===== src/rtl/gate_pipe_if.sv =====
// rtl/gate_pipe_if.sv - handshake bundle for gate_pipe
//
// Purpose: groups the operand input stream, the result output stream and
// the consumed-result counter of gate_pipe.
// Ports (design view, modport slave):
//   i_a          in   NINPUTS*WIDTH  packed operands, operand k = i_a[k*WIDTH +: WIDTH]
//   i_mode       in   3              bitwise operation select
//   i_in_valid   in   1              i_a/i_mode valid
//   o_in_ready   out  1              block accepts i_a/i_mode this cycle
//   o_y          out  WIDTH          result at the output stage
//   o_out_valid  out  1              o_y holds a valid result
//   i_out_ready  in   1              downstream consumes o_y this cycle
//   o_result_cnt out  16             results consumed since reset (wraps)
interface gate_pipe_if #(
    parameter int WIDTH   = 8,
    parameter int NINPUTS = 2
);
    logic [NINPUTS*WIDTH-1:0] i_a;
    logic [2:0]               i_mode;
    logic                     i_in_valid;
    logic                     o_in_ready;
    logic [WIDTH-1:0]         o_y;
    logic                     o_out_valid;
    logic                     i_out_ready;
    logic [15:0]              o_result_cnt;

    modport slave (
        input  i_a, i_mode, i_in_valid, i_out_ready,
        output o_in_ready, o_y, o_out_valid, o_result_cnt
    );

    modport master (
        output i_a, i_mode, i_in_valid, i_out_ready,
        input  o_in_ready, o_y, o_out_valid, o_result_cnt
    );
endinterface


===== src/rtl/gate_pipe.sv =====
// rtl/gate_pipe.sv - elastic pipeline reducing NINPUTS operands with a bitwise gate
//
// Purpose: on each accepted transaction the NINPUTS operands are reduced
// bitwise according to i_mode, and the result travels through STAGES
// valid/data registers to the output. Stages advance independently so
// bubbles collapse under backpressure.
// Ports:
//   i_clk    in  1  clock, rising edge
//   i_rst_n  in  1  asynchronous active-low reset
//   bus      gate_pipe_if.slave  operand/result streams and result counter
module gate_pipe #(
    parameter int WIDTH   = 8,
    parameter int NINPUTS = 2,
    parameter int STAGES  = 2
) (
    input  logic         i_clk,
    input  logic         i_rst_n,
    gate_pipe_if.slave   bus
);

    logic [STAGES-1:0] r_vld;
    logic [WIDTH-1:0]  r_dat [STAGES];
    logic [15:0]       r_cnt;

    logic [WIDTH-1:0]  w_and;
    logic [WIDTH-1:0]  w_or;
    logic [WIDTH-1:0]  w_xor;
    logic [WIDTH-1:0]  w_result;
    logic [STAGES-1:0] w_adv;

    // Result is formed from the operands at acceptance and only the
    // finished value is carried down the pipe.
    always_comb begin
        w_and = '1;
        w_or  = '0;
        w_xor = '0;
        for (int k = 0; k < NINPUTS; k++) begin
            w_and = w_and & bus.i_a[k*WIDTH +: WIDTH];
            w_or  = w_or  | bus.i_a[k*WIDTH +: WIDTH];
            w_xor = w_xor ^ bus.i_a[k*WIDTH +: WIDTH];
        end
        case (bus.i_mode)
            3'd0:    w_result = w_and;
            3'd1:    w_result = w_or;
            3'd2:    w_result = w_xor;
            3'd3:    w_result = ~w_and;
            3'd4:    w_result = ~w_or;
            3'd5:    w_result = ~w_xor;
            3'd6:    w_result = '0;
            default: w_result = '1;
        endcase
    end

    // Stage i can move when the output is being consumed or any stage from
    // i to the end has a hole to absorb the shift. Written as a flat scan
    // rather than a chain so no signal depends on another bit of itself.
    always_comb begin
        w_adv = '0;
        for (int i = 0; i < STAGES; i++) begin
            w_adv[i] = bus.i_out_ready;
            for (int j = i; j < STAGES; j++) begin
                if (!r_vld[j]) begin
                    w_adv[i] = 1'b1;
                end
            end
        end
    end

    always_ff @(posedge i_clk or negedge i_rst_n) begin
        if (!i_rst_n) begin
            r_vld <= '0;
            r_cnt <= '0;
            for (int i = 0; i < STAGES; i++) begin
                r_dat[i] <= '0;
            end
        end else begin
            if (w_adv[0]) begin
                r_vld[0] <= bus.i_in_valid;
                r_dat[0] <= w_result;
            end
            for (int i = 1; i < STAGES; i++) begin
                if (w_adv[i]) begin
                    r_vld[i] <= r_vld[i-1];
                    r_dat[i] <= r_dat[i-1];
                end
            end
            if (r_vld[STAGES-1] && bus.i_out_ready) begin
                r_cnt <= r_cnt + 16'd1;
            end
        end
    end

    assign bus.o_in_ready   = w_adv[0];
    assign bus.o_y          = r_dat[STAGES-1];
    assign bus.o_out_valid  = r_vld[STAGES-1];
    assign bus.o_result_cnt = r_cnt;

endmodule

===== src/flat_wrapper.sv =====
// flat-port wrapper written by rule: the top's interface ports become plain ports
module gate_pipe_flat 
#(
    parameter int WIDTH   = 8,
    parameter int NINPUTS = 2,
    parameter int STAGES  = 2
)
  (i_clk, i_rst_n, bus_i_a, bus_i_mode, bus_i_in_valid, bus_i_out_ready, bus_o_in_ready, bus_o_y, bus_o_out_valid, bus_o_result_cnt);
  gate_pipe_if #(.WIDTH(WIDTH), .NINPUTS(NINPUTS)) bus_i ();
  input  logic i_clk;
  input  logic i_rst_n;
  input wire logic [$bits(bus_i.i_a)-1:0] bus_i_a;
  input wire logic [$bits(bus_i.i_mode)-1:0] bus_i_mode;
  input wire logic [$bits(bus_i.i_in_valid)-1:0] bus_i_in_valid;
  input wire logic [$bits(bus_i.i_out_ready)-1:0] bus_i_out_ready;
  output wire logic [$bits(bus_i.o_in_ready)-1:0] bus_o_in_ready;
  output wire logic [$bits(bus_i.o_y)-1:0] bus_o_y;
  output wire logic [$bits(bus_i.o_out_valid)-1:0] bus_o_out_valid;
  output wire logic [$bits(bus_i.o_result_cnt)-1:0] bus_o_result_cnt;
  assign bus_i.i_a = bus_i_a;
  assign bus_i.i_mode = bus_i_mode;
  assign bus_i.i_in_valid = bus_i_in_valid;
  assign bus_i.i_out_ready = bus_i_out_ready;
  assign bus_o_in_ready = bus_i.o_in_ready;
  assign bus_o_y = bus_i.o_y;
  assign bus_o_out_valid = bus_i.o_out_valid;
  assign bus_o_result_cnt = bus_i.o_result_cnt;
  gate_pipe #(.WIDTH(WIDTH), .NINPUTS(NINPUTS), .STAGES(STAGES)) u_core (.i_clk(i_clk), .i_rst_n(i_rst_n), .bus(bus_i));
endmodule

===== config.mk =====
export PLATFORM = sky130hd
export DESIGN_NAME = gate_pipe_flat
export DESIGN_NICKNAME = d
export VERILOG_FILES = /design/src/rtl/gate_pipe_if.sv /design/src/rtl/gate_pipe.sv /design/src/flat_wrapper.sv
export SDC_FILE = /design/constraint.sdc
export NUM_CORES = 1
export LEC_CHECK = 0
export ABC_AREA = 1
export BUFFER_PORTS_ARGS = -buffer_cell sky130_fd_sc_hd__buf_2
export CAP_MARGIN = 20
export CORE_MARGIN = 3
export CORE_UTILIZATION = 49
export DETAILED_ROUTE_END_ITERATION = 8
export PLACE_DENSITY = 0.76
export SLEW_MARGIN = 30
export SYNTH_ARGS = -nofsm -noshare
export SYNTH_HDL_FRONTEND = slang
export SYNTH_SLANG_ARGS = --single-unit

===== constraint.sdc =====
create_clock -name i_clk -period 1.4 [get_ports i_clk]
set_clock_uncertainty 0.1 [all_clocks]
set_input_delay 0.42 -clock i_clk [delete_from_list [all_inputs] [get_ports i_clk]]
set_output_delay 0.42 -clock i_clk [all_outputs]
set_load 0.02 [all_outputs]

==> metrics.txt, run 1 <==
IR drop worst, VDD 0.520 mV; largest net degree at the start of global routing 35; global-route wire length before repair 8570 µm; clock buffer depth 2; clock transition at the registers of the reported paths roughly 0.06 ns; router iterations before antenna repair 4; Critical Path Source Type flop; Final Power about 3300 µW; R2R depth 8; die height 74.6 µm; Yosys Warn Count 0; Synth Net Count between 300 and 400; HP Start bus_i_in_valid; DR WL/cell roughly 13 µm; fin crit share 108%; combinational share of power between 30% and 40%; Leak 0.00170 µW; kind of critical path flop to primary output; Vias per Instance roughly 4.9; Max H-tree Level 2; crit path time final 1.52 ns; failing checks setup timing; DRC 0; sequential share of the synthesized area 36.9%; Sequential Power Share between 30% and 40%; Hold Path Class primary input to flop; Yosys cell types 24; clock power share between 20% and 30%; Worst setup startpoint u_core.r_vld[1]; worst-margin pin slew between 0.3 and 0.4 ns; R2R Path Start u_core.r_vld[1]; status complete, but fails checks; Slew Viols, Final 0; Syn Std Cell Area 2300 µm²; clk root buf clkbuf_8; Arr. time, crit path 1.00 ns; antenna-violating nets left 0; dpl ws -0.125 ns; die area approximately 5600 µm²; min setup slack post-route -0.117 ns; Ant. Diodes 0; initial antenna violation count 0; Cell Pwr Density 1080 nW/µm²; final setup TNS -1.06 ns; Die X around 75 µm; IO Count ~50; Yosys reg bits 34; P_int 2190 µW; Final nets ~420; Site Rows 24; clock buffer count from CTS 5; I/O Buffers 48; RSZ-0062 raised after global routing yes; starting DRC count in detailed routing between 100 and 150; WP data required 0.88 ns; Total GRT Usage between 20% and 30%; Sw Share between 30% and 40%; worst hold stages 3; maxcap violations 0; vias in the first global route 1984; share of layout cells above drive strength 1 31.6%; gpl congestion slightly above 0.9; hold_ws between 0.2 and 0.25 ns; fill count 370; Vias 2148; Max Fclk 0.659 GHz; final wirelength 5480 µm; synthesized area per cell 7.63 µm²; Psw roughly 1200 µW; synth-to-layout area growth 34.2%; Initial Util between 50% and 60%; Clock Sink Count 34; total gr overflow 0; Final Cell Area 3090 µm²; dpl hpwl around 3800 µm; crit path capture type primary output; dpl cell area 2700 µm²; Final Hold Fails 0; max_slew headroom 75.2%; CTS tree yes; core area between 4000 and 5000 µm²; CP Max Fanout 4; Clock Latency Late Sink between 0.2 and 0.3 ns; cells after synthesis roughly 300; final setup fails 14
-- repair_timing --
action,in CTS,in global routing
resized for setup,19,25
endpoints found under the setup margin,10,40
hold buffers,1,0
endpoints found under the hold margin,34,0
buffers inserted,11,7
pin swaps,3,17
-- sequential cells by signal (all words and copies together), names as in the netlist --
signal,flops
u_core.bus.o_y,8
u_core.r_dat,8
u_core.r_vld,2
u_core.bus.o_result_cnt,16
-- worst paths after layout --
path / end / slack, ns
max in group asynchronous: u_core.r_vld[1] / 0.50
setup / recovery: bus_o_out_valid / -0.12
min in group asynchronous: u_core.bus.o_result_cnt[0] / 0.52
hold reg to reg: u_core.bus.o_y[3] / 0.41
hold / removal: u_core.r_vld[0] / 0.23
setup reg to reg: u_core.bus.o_result_cnt[11] / -0.10
-- layer usage --
| layer | up-vias | part of all wire [%] | GRT usage, % |
|---|---|---|---|
| li1 | 1100 | - | - |
| met1 | 959 | 42 | 23.9 |
| met2 | 73 | 50 | 33.9 |
| met3 | 16 | 5.0 | 4.46 |
| met4 | 0 | 3.2 | 9.88 |
| met5 | - | 0 | 0 |
-- per-stage QoR --
step                      std cells  util [%]
final                           435      69.6
after global routing            435      69.6
after CTS                       428      66.4
after detailed placement        411      60.8
after global placement          411      60.8
after floorplan                 302         -
-- cell usage in the layout, fill, tap and decap left out, types with 4 or more instances in the layout --
cell      instances
nand2_1          61
inv_1            49
nor2_1           42
buf_2            34
buf_4            34
dfrtp_1          31
nand3_1          24
buf_6            19
ha_1             16
nand4_1           9
mux2_2            9
nand3b_1          7
a21oi_1           7
clkbuf_8          6
xor2_1            5
o21ai_0           4
-- critical path, cell delays in order, from the launching register on --
cell,delay (ns)
dfrtp_2,0.45
buf_6,0.14
buf_6,0.12
-- kinds of logic (layout without fill, tap and decap cells) --
kind of cell | count (synthesis) | in the layout | synth area share, %
AND/OR/NAND/NOR | 156 | 156 | 30.9
buffers and inverters | 66 | 147 | 12.9
flip-flops | 34 | 34 | 36.9
adder cells (fa/ha/maj) | 17 | 17 | 9.23
AO/OA/AOI/OAI | 12 | 12 | 2.61
multiplexers | 9 | 9 | 4.40
XOR/XNOR | 8 | 8 | 3.04
-- cells in the mapped netlist (all sizes together) --
master / count / area [µm²]
nand3: 27 / 145
inv: 52 / 195
dfrtp: 34 / 851
o21ai: 5 / 25.0
nand2: 63 / 241
buf: 14 / 101
mux2: 9 / 101
nor2: 45 / 181
nand4: 9 / 56.3
ha: 17 / 213
nor3: 5 / 36.3
a21oi: 7 / 35.0
xnor2: 3 / 26.3
nand3b: 7 / 52.6
xor2: 5 / 43.8
-- power groups by stage --
stage / clock (µW) / combinational, µW / sequential, µW
2_1_floorplan: 0 / 563 / 1410
3_3_place_gp: 0 / 952 / 1310
3_5_place_dp: 0 / 985 / 1320
4_1_cts: 731 / 1180 / 1300
5_1_grt: 786 / 1420 / 1350
6_report: 708 / 1300 / 1330
-- final cells by class --
type | count | area (µm²) | area share [%]
Multi-Input combinational cell | 202 | 1230 | 39.6
Sequential cell | 34 | 855 | 27.6
Timing Repair Buffer | 89 | 669 | 21.6
Inverter | 52 | 195 | 6.31
Clock buffer | 6 | 82.6 | 2.67
Tap cell | 52 | 65.1 | 2.10
No activity file was read; power rests on OpenSTA's default activity.
==> run 2, diff against run 1 <==
--- a/config.mk
+++ b/config.mk
@@ -13,3 +13,3 @@
 export DETAILED_ROUTE_END_ITERATION = 8
-export PLACE_DENSITY = 0.76
+export PLACE_DENSITY_LB_ADDON = 0.2
 export SLEW_MARGIN = 30
==> constraint.sdc (replaced) <==
create_clock -name i_clk -period 1.4 [get_ports i_clk]
set_clock_uncertainty 0.1 [all_clocks]
set_input_delay 0.07 -clock i_clk [delete_from_list [all_inputs] [get_ports i_clk]]
set_output_delay 0.07 -clock i_clk [all_outputs]
set_load 0.02 [all_outputs]
==> run 2 against run 1 <==
Against the previous run:
- the flow still finishes with violations (setup timing)
- largest cell class unchanged
- largest power group unchanged
- clock power is 2% higher
- wire length is 11% lower
- cell area is 10% lower
- highest routed layer unchanged
- maximum frequency is 7.6% higher
- combinational power is 21% lower
- die area stayed put
- critical path type is now flop to flop
- register-to-register slack better by 0.09 ns
- total power is 7.7% lower
- setup slack better by 0.11 ns
- non-clock buffer count is 24 lower
- flip-flop and latch count stayed put
- global-route usage is 1.6 points lower
==> metrics.txt, run 2 (synthesis gave the netlist of run 1 again) <==
maxcap violations 0; status complete, but fails checks; DR WL/cell between 10 and 15 µm; gpl congestion slightly below 0.9; initial antenna violation count 0; Final Power approximately 3000 µW; largest net degree at the start of global routing 20; met3 Track Usage GR ~4.3%; antenna-violating nets left 0; highest-delay cell along the critical path dfrtp_2; Clock Sink Count 34; DRC 0; RSZ-0062 raised after global routing yes; Cell Pwr Density between 1000 and 1500 nW/µm²; max reg flops 16; dpl cell area between 2000 and 3000 µm²; IR drop worst, VDD between 0.4 and 0.5 mV; Final Hold Fails 0; hold_ws 0.0472 ns; Clock Latency Late Sink 0.28 ns; Max Fclk 0.709 GHz; die height approximately 75 µm; final setup TNS -0.0145 ns; failing checks setup timing; HP Start bus_i_out_ready; I/O Buffers 48; most common cell after layout, fill and taps aside nand2_1; Die X 74.6 µm; share of layout cells above drive strength 1 roughly 27%; Final nets 400; min setup slack post-route -0.00984 ns; Critical Path Source Type flop; Top Usage Layer GRT met2; worst-margin pin slew 0.439 ns; die area 5560 µm²; final wirelength about 4900 µm; worst-path cell chain ha_4 -> nand3_4 -> nor3_4 -> nand2_1 -> xor2_1; Vias between 2k and 2.5k; synth-to-layout area growth 20.8%; IO Count 49; Worst Hold Path EP u_core.bus.o_result_cnt[0]; WP data required around 1.5 ns; Worst Path Buf+Inv 0; dpl hpwl approximately 3800 µm; met2 Use GR around a third; Leak ~0.0016 µW; Final Cell Area ~2800 µm²; slowest stage delay, CP about 0.4 ns; Arr. time, crit path 1.48 ns; fin crit share 101%; CTS tree yes; starting DRC count in detailed routing just over 80; worst hold stages 3; cell family with the largest share of critical-path delay simple AND/OR/NAND/NOR gates; final setup fails 2; met1 GRT Util between 20% and 30%; Vias per Instance approximately 5; Ant. Diodes 0; kind of critical path flop to flop; clk root buf clkbuf_8; global-route wire length before repair slightly below 8000 µm; r2r endpoint u_core.bus.o_result_cnt[10]; Initial Util between 50% and 60%; dpl ws -0.0155 ns; CP Max Fanout 7; Total GRT Usage a little under a fifth; max_slew headroom around 70%; Slew Viols, Final 0; R2R depth 5; Hold Path Class primary input to flop; clock transition at the registers of the reported paths 0.07 ns; router iterations before antenna repair 4; crit path time final around 1.4 ns; Max H-tree Level 2; flop2flop setup slack -0.01 ns; core area ~4400 µm²; most frequent cells in the layout nand2_1 (61), inv_1 (48), buf_2 (47), nor2_1 (42), dfrtp_1 (31); crit path capture type flop; clock buffer count from CTS 5; Site Rows 24; total gr overflow 0; vias in the first global route around 1.8k; clock buffer depth 2; R2R Path Start u_core.bus.o_result_cnt[0]
[run 2: cell types whose count changed in the layout (fill, tap and decap cells not counted), sizes merged]
| cell | delta |
|---|---|
| clkinv | +1 |
| dlygate4sd3 | +1 |
| clkbuf | +1 |
| buf | -25 |
[run 2: area by class of cell]
type	instances	area, µm²
Sequential cell	34	855
Multi-Input combinational cell	202	1200
Clock inverter	1	5.00
Fill cell	416	1660
Inverter	52	195
Timing Repair Buffer	65	379
Clock buffer	7	86.3
Tap cell	52	65.1
[run 2: stage by stage]
stage	std cells	util [%]
detailed placement	398	58.3
finish	413	62.7
global placement	398	58.3
CTS	410	61.2
global route	413	62.7
floorplan	302	-
[run 2: where the power goes]
part	switching, µW	total, µW	internal [µW]
Sequential	157	1320	1170
Combinational	595	1030	439
Clock	329	725	396
Total	1080	3080	2000
[run 2: worst max-delay path by stage]
| stage | cells after the start | slack, ns | to | start |
|---|---|---|---|---|
| detailed placement | 7 | -0.02 | u_core.bus.o_result_cnt[11] | u_core.r_vld[1] |
| global route | 6 | -0.14 | u_core.bus.o_result_cnt[12] | u_core.bus.o_result_cnt[0] |
| global placement | 5 | 0.05 | u_core.bus.o_result_cnt[10] | u_core.bus.o_result_cnt[0] |
| finish | 5 | -0.01 | u_core.bus.o_result_cnt[10] | u_core.bus.o_result_cnt[0] |
| floorplan | 4 | 0.005 | u_core.bus.o_result_cnt[10] | u_core.r_vld[1] |
| CTS | 3 | 0.002 | bus_o_in_ready | u_core.r_vld[1] |
[run 2: worst register-to-register path: stages (launching register included)]
cell     delay [ns]
dfrtp_2        0.40
ha_4           0.16
nand3_4        0.07
nor3_4         0.31
nand2_1        0.10
xor2_1         0.15
[run 2: timing repair]
action                                  4_1_cts  5_1_grt
resized for setup                             2        9
gates cloned                                  0        0
pin swaps                                     0       12
endpoints found under the setup margin        7       17
buffers inserted                              2        3
endpoints found under the hold margin        26        0
hold buffers                                  2        0
[run 2: per-layer routing]
metal  vias up  share of wire, %
met5         -                 0
met4         0               1.5
met3         5               5.2
met2        57                51
met1       955                43
li1       1054                 -
==> run 3, diff against run 2 <==
Clock period 1.4 ns to 1.2 ns, I/O delays scaled along.
==> run 3 against run 2 <==
Against the previous run:
- the flow still finishes with violations (setup timing)
- wire length up 8.2%
- flip-flop and latch count unchanged
- critical path type unchanged
- sequential power up 17%
- highest routed layer unchanged
==> metrics.txt, run 3 (synthesis gave the netlist of run 1 again) <==
status complete, but fails checks; failing checks setup timing; maxcap violations 0; clock power share 25.1%; Die X approximately 75 µm; crit path time final approximately 1.4 ns; die height around 75 µm; die area between 5000 and 6000 µm²; fin crit share 119%; clock transition at the registers of the reported paths around 0.070 ns; CP Max Fanout 7; initial antenna violation count 0; RSZ-0062 raised after global routing yes; Hold Path Class primary input to flop; most common cell after layout, fill and taps aside nand2_1; Site Rows 24; placed insts 414; clock buffer count from CTS 5; Vias per Instance approximately 4.9; dpl hpwl roughly 3900 µm; clock buffer depth 2; fin cells ~430; Vias 2118; most frequent cells in the layout nand2_1 (60), inv_1 (49), buf_2 (45), nor2_1 (40); share of layout cells above drive strength 1 around 32%; Sequential Power Share 39.7%; WP data required approximately 1.3 ns; clk root buf clkbuf_8; Psw roughly 1300 µW; Sw Share between 30% and 40%; P_int around 2600 µW; core area about 4400 µm²; Max Fclk around 0.70 GHz; worst-margin pin slew ~0.38 ns; router iterations before antenna repair 4; Final nets 420; Total GRT Usage roughly 19%; Ant. Diodes 0; final setup fails 30; total gr overflow 0; dpl ws -0.161 ns; Slew Viols, Final 0; Critical Path Source Type flop; max reg flops 16; synth-to-layout area growth 32.8%; CTS tree yes; Initial Util between 50% and 60%; IR drop worst, VDD ~0.64 mV; combinational share of power a little over a third; Max H-tree Level 2; starting DRC count in detailed routing approximately 140; Arr. time, crit path 1.50 ns; Final Hold Fails 0; max_slew headroom 74.5%; Clock Latency Late Sink about 0.29 ns; min setup slack post-route -0.229 ns; kind of critical path flop to flop; vias in the first global route approximately 2.0k; antenna-violating nets left 0; global-route wire length before repair 8270 µm; fin util between 60% and 70%; largest net degree at the start of global routing 17; final setup TNS -2.65 ns; I/O Buffers between 40 and 50; Leak around 0.0017 µW; DR WL/cell about 12 µm; DRC 0; crit path capture type flop; fill count between 300 and 400; final wirelength roughly 5300 µm; IO Count 49; gpl congestion slightly below 0.9; Clock Sink Count 34; Cell Pwr Density between 1000 and 1500 nW/µm²
==> run 3: through the flow <==
step,hold WS [ns],power [µW],instance area (µm²)
4_1_cts,0.0326,3800,2940
2_1_floorplan,-0.336,2330,2330
3_3_place_gp,-0.0931,2700,2730
3_5_place_dp,-0.101,2740,2730
6_report,0.0448,3900,3060
5_1_grt,0.0975,4150,3060
==> run 3: cell type report <==
type,count,area (µm²),area share (%)
clock buffer,8,110,3.60
inverter,52,198,6.46
sequential,34,855,27.9
timing repair buffer,84,546,17.8
multi-input combinational,203,1290,42.1
tap,52,65.1,2.13
==> run 3: path summary, 6_finish.rpt <==
| kind | to | slack (ns) | from | depth (start not counted) |
|---|---|---|---|---|
| setup reg to reg | u_core.bus.o_result_cnt[10] | -0.23 | u_core.bus.o_result_cnt[1] | 5 |
| hold / removal | u_core.bus.o_result_cnt[0] | 0.04 | bus_i_out_ready | 3 |
| max in group asynchronous | u_core.bus.o_result_cnt[1] | 0.38 | i_rst_n | 3 |
| min in group asynchronous | u_core.bus.o_result_cnt[3] | 0.12 | i_rst_n | 2 |
| setup / recovery | u_core.bus.o_result_cnt[10] | -0.23 | u_core.bus.o_result_cnt[1] | 5 |
| hold reg to reg | u_core.bus.o_result_cnt[15] | 0.39 | u_core.bus.o_result_cnt[15] | 2 |
==> run 3: metal layers <==
metal	vias up	global-route usage [%]	wire, µm
li1	1092	-	-
met1	972	22.6	2330
met2	48	34.1	2630
met3	6	4.19	205
met4	0	8.89	88
met5	-	0	0
==> run 3: worst max-delay path, cell delays in order (launching register included) <==
cell and delay [ns]:
dfrtp_2 0.40, ha_4 0.15, nand3_4 0.07, nor3_4 0.31
nand2_1 0.13, xor2_1 0.16
==> run 3: power groups by stage <==
stage	logic (µW)	registers (µW)	clock network [µW]
floorplan	680	1650	0
global placement	1160	1540	0
detailed placement	1180	1560	0
CTS	1270	1530	997
global route	1520	1580	1050
finish	1380	1550	978
==> run 3: repair_timing <==
item | CTS | global route
gates resized for setup | 11 | 19
setup endpoints to repair | 28 | 33
buffers inserted | 3 | 5
pin swaps | 5 | 13
gates cloned | 0 | 1
hold buffers | 2 | 0
hold endpoints to repair | 35 | 0
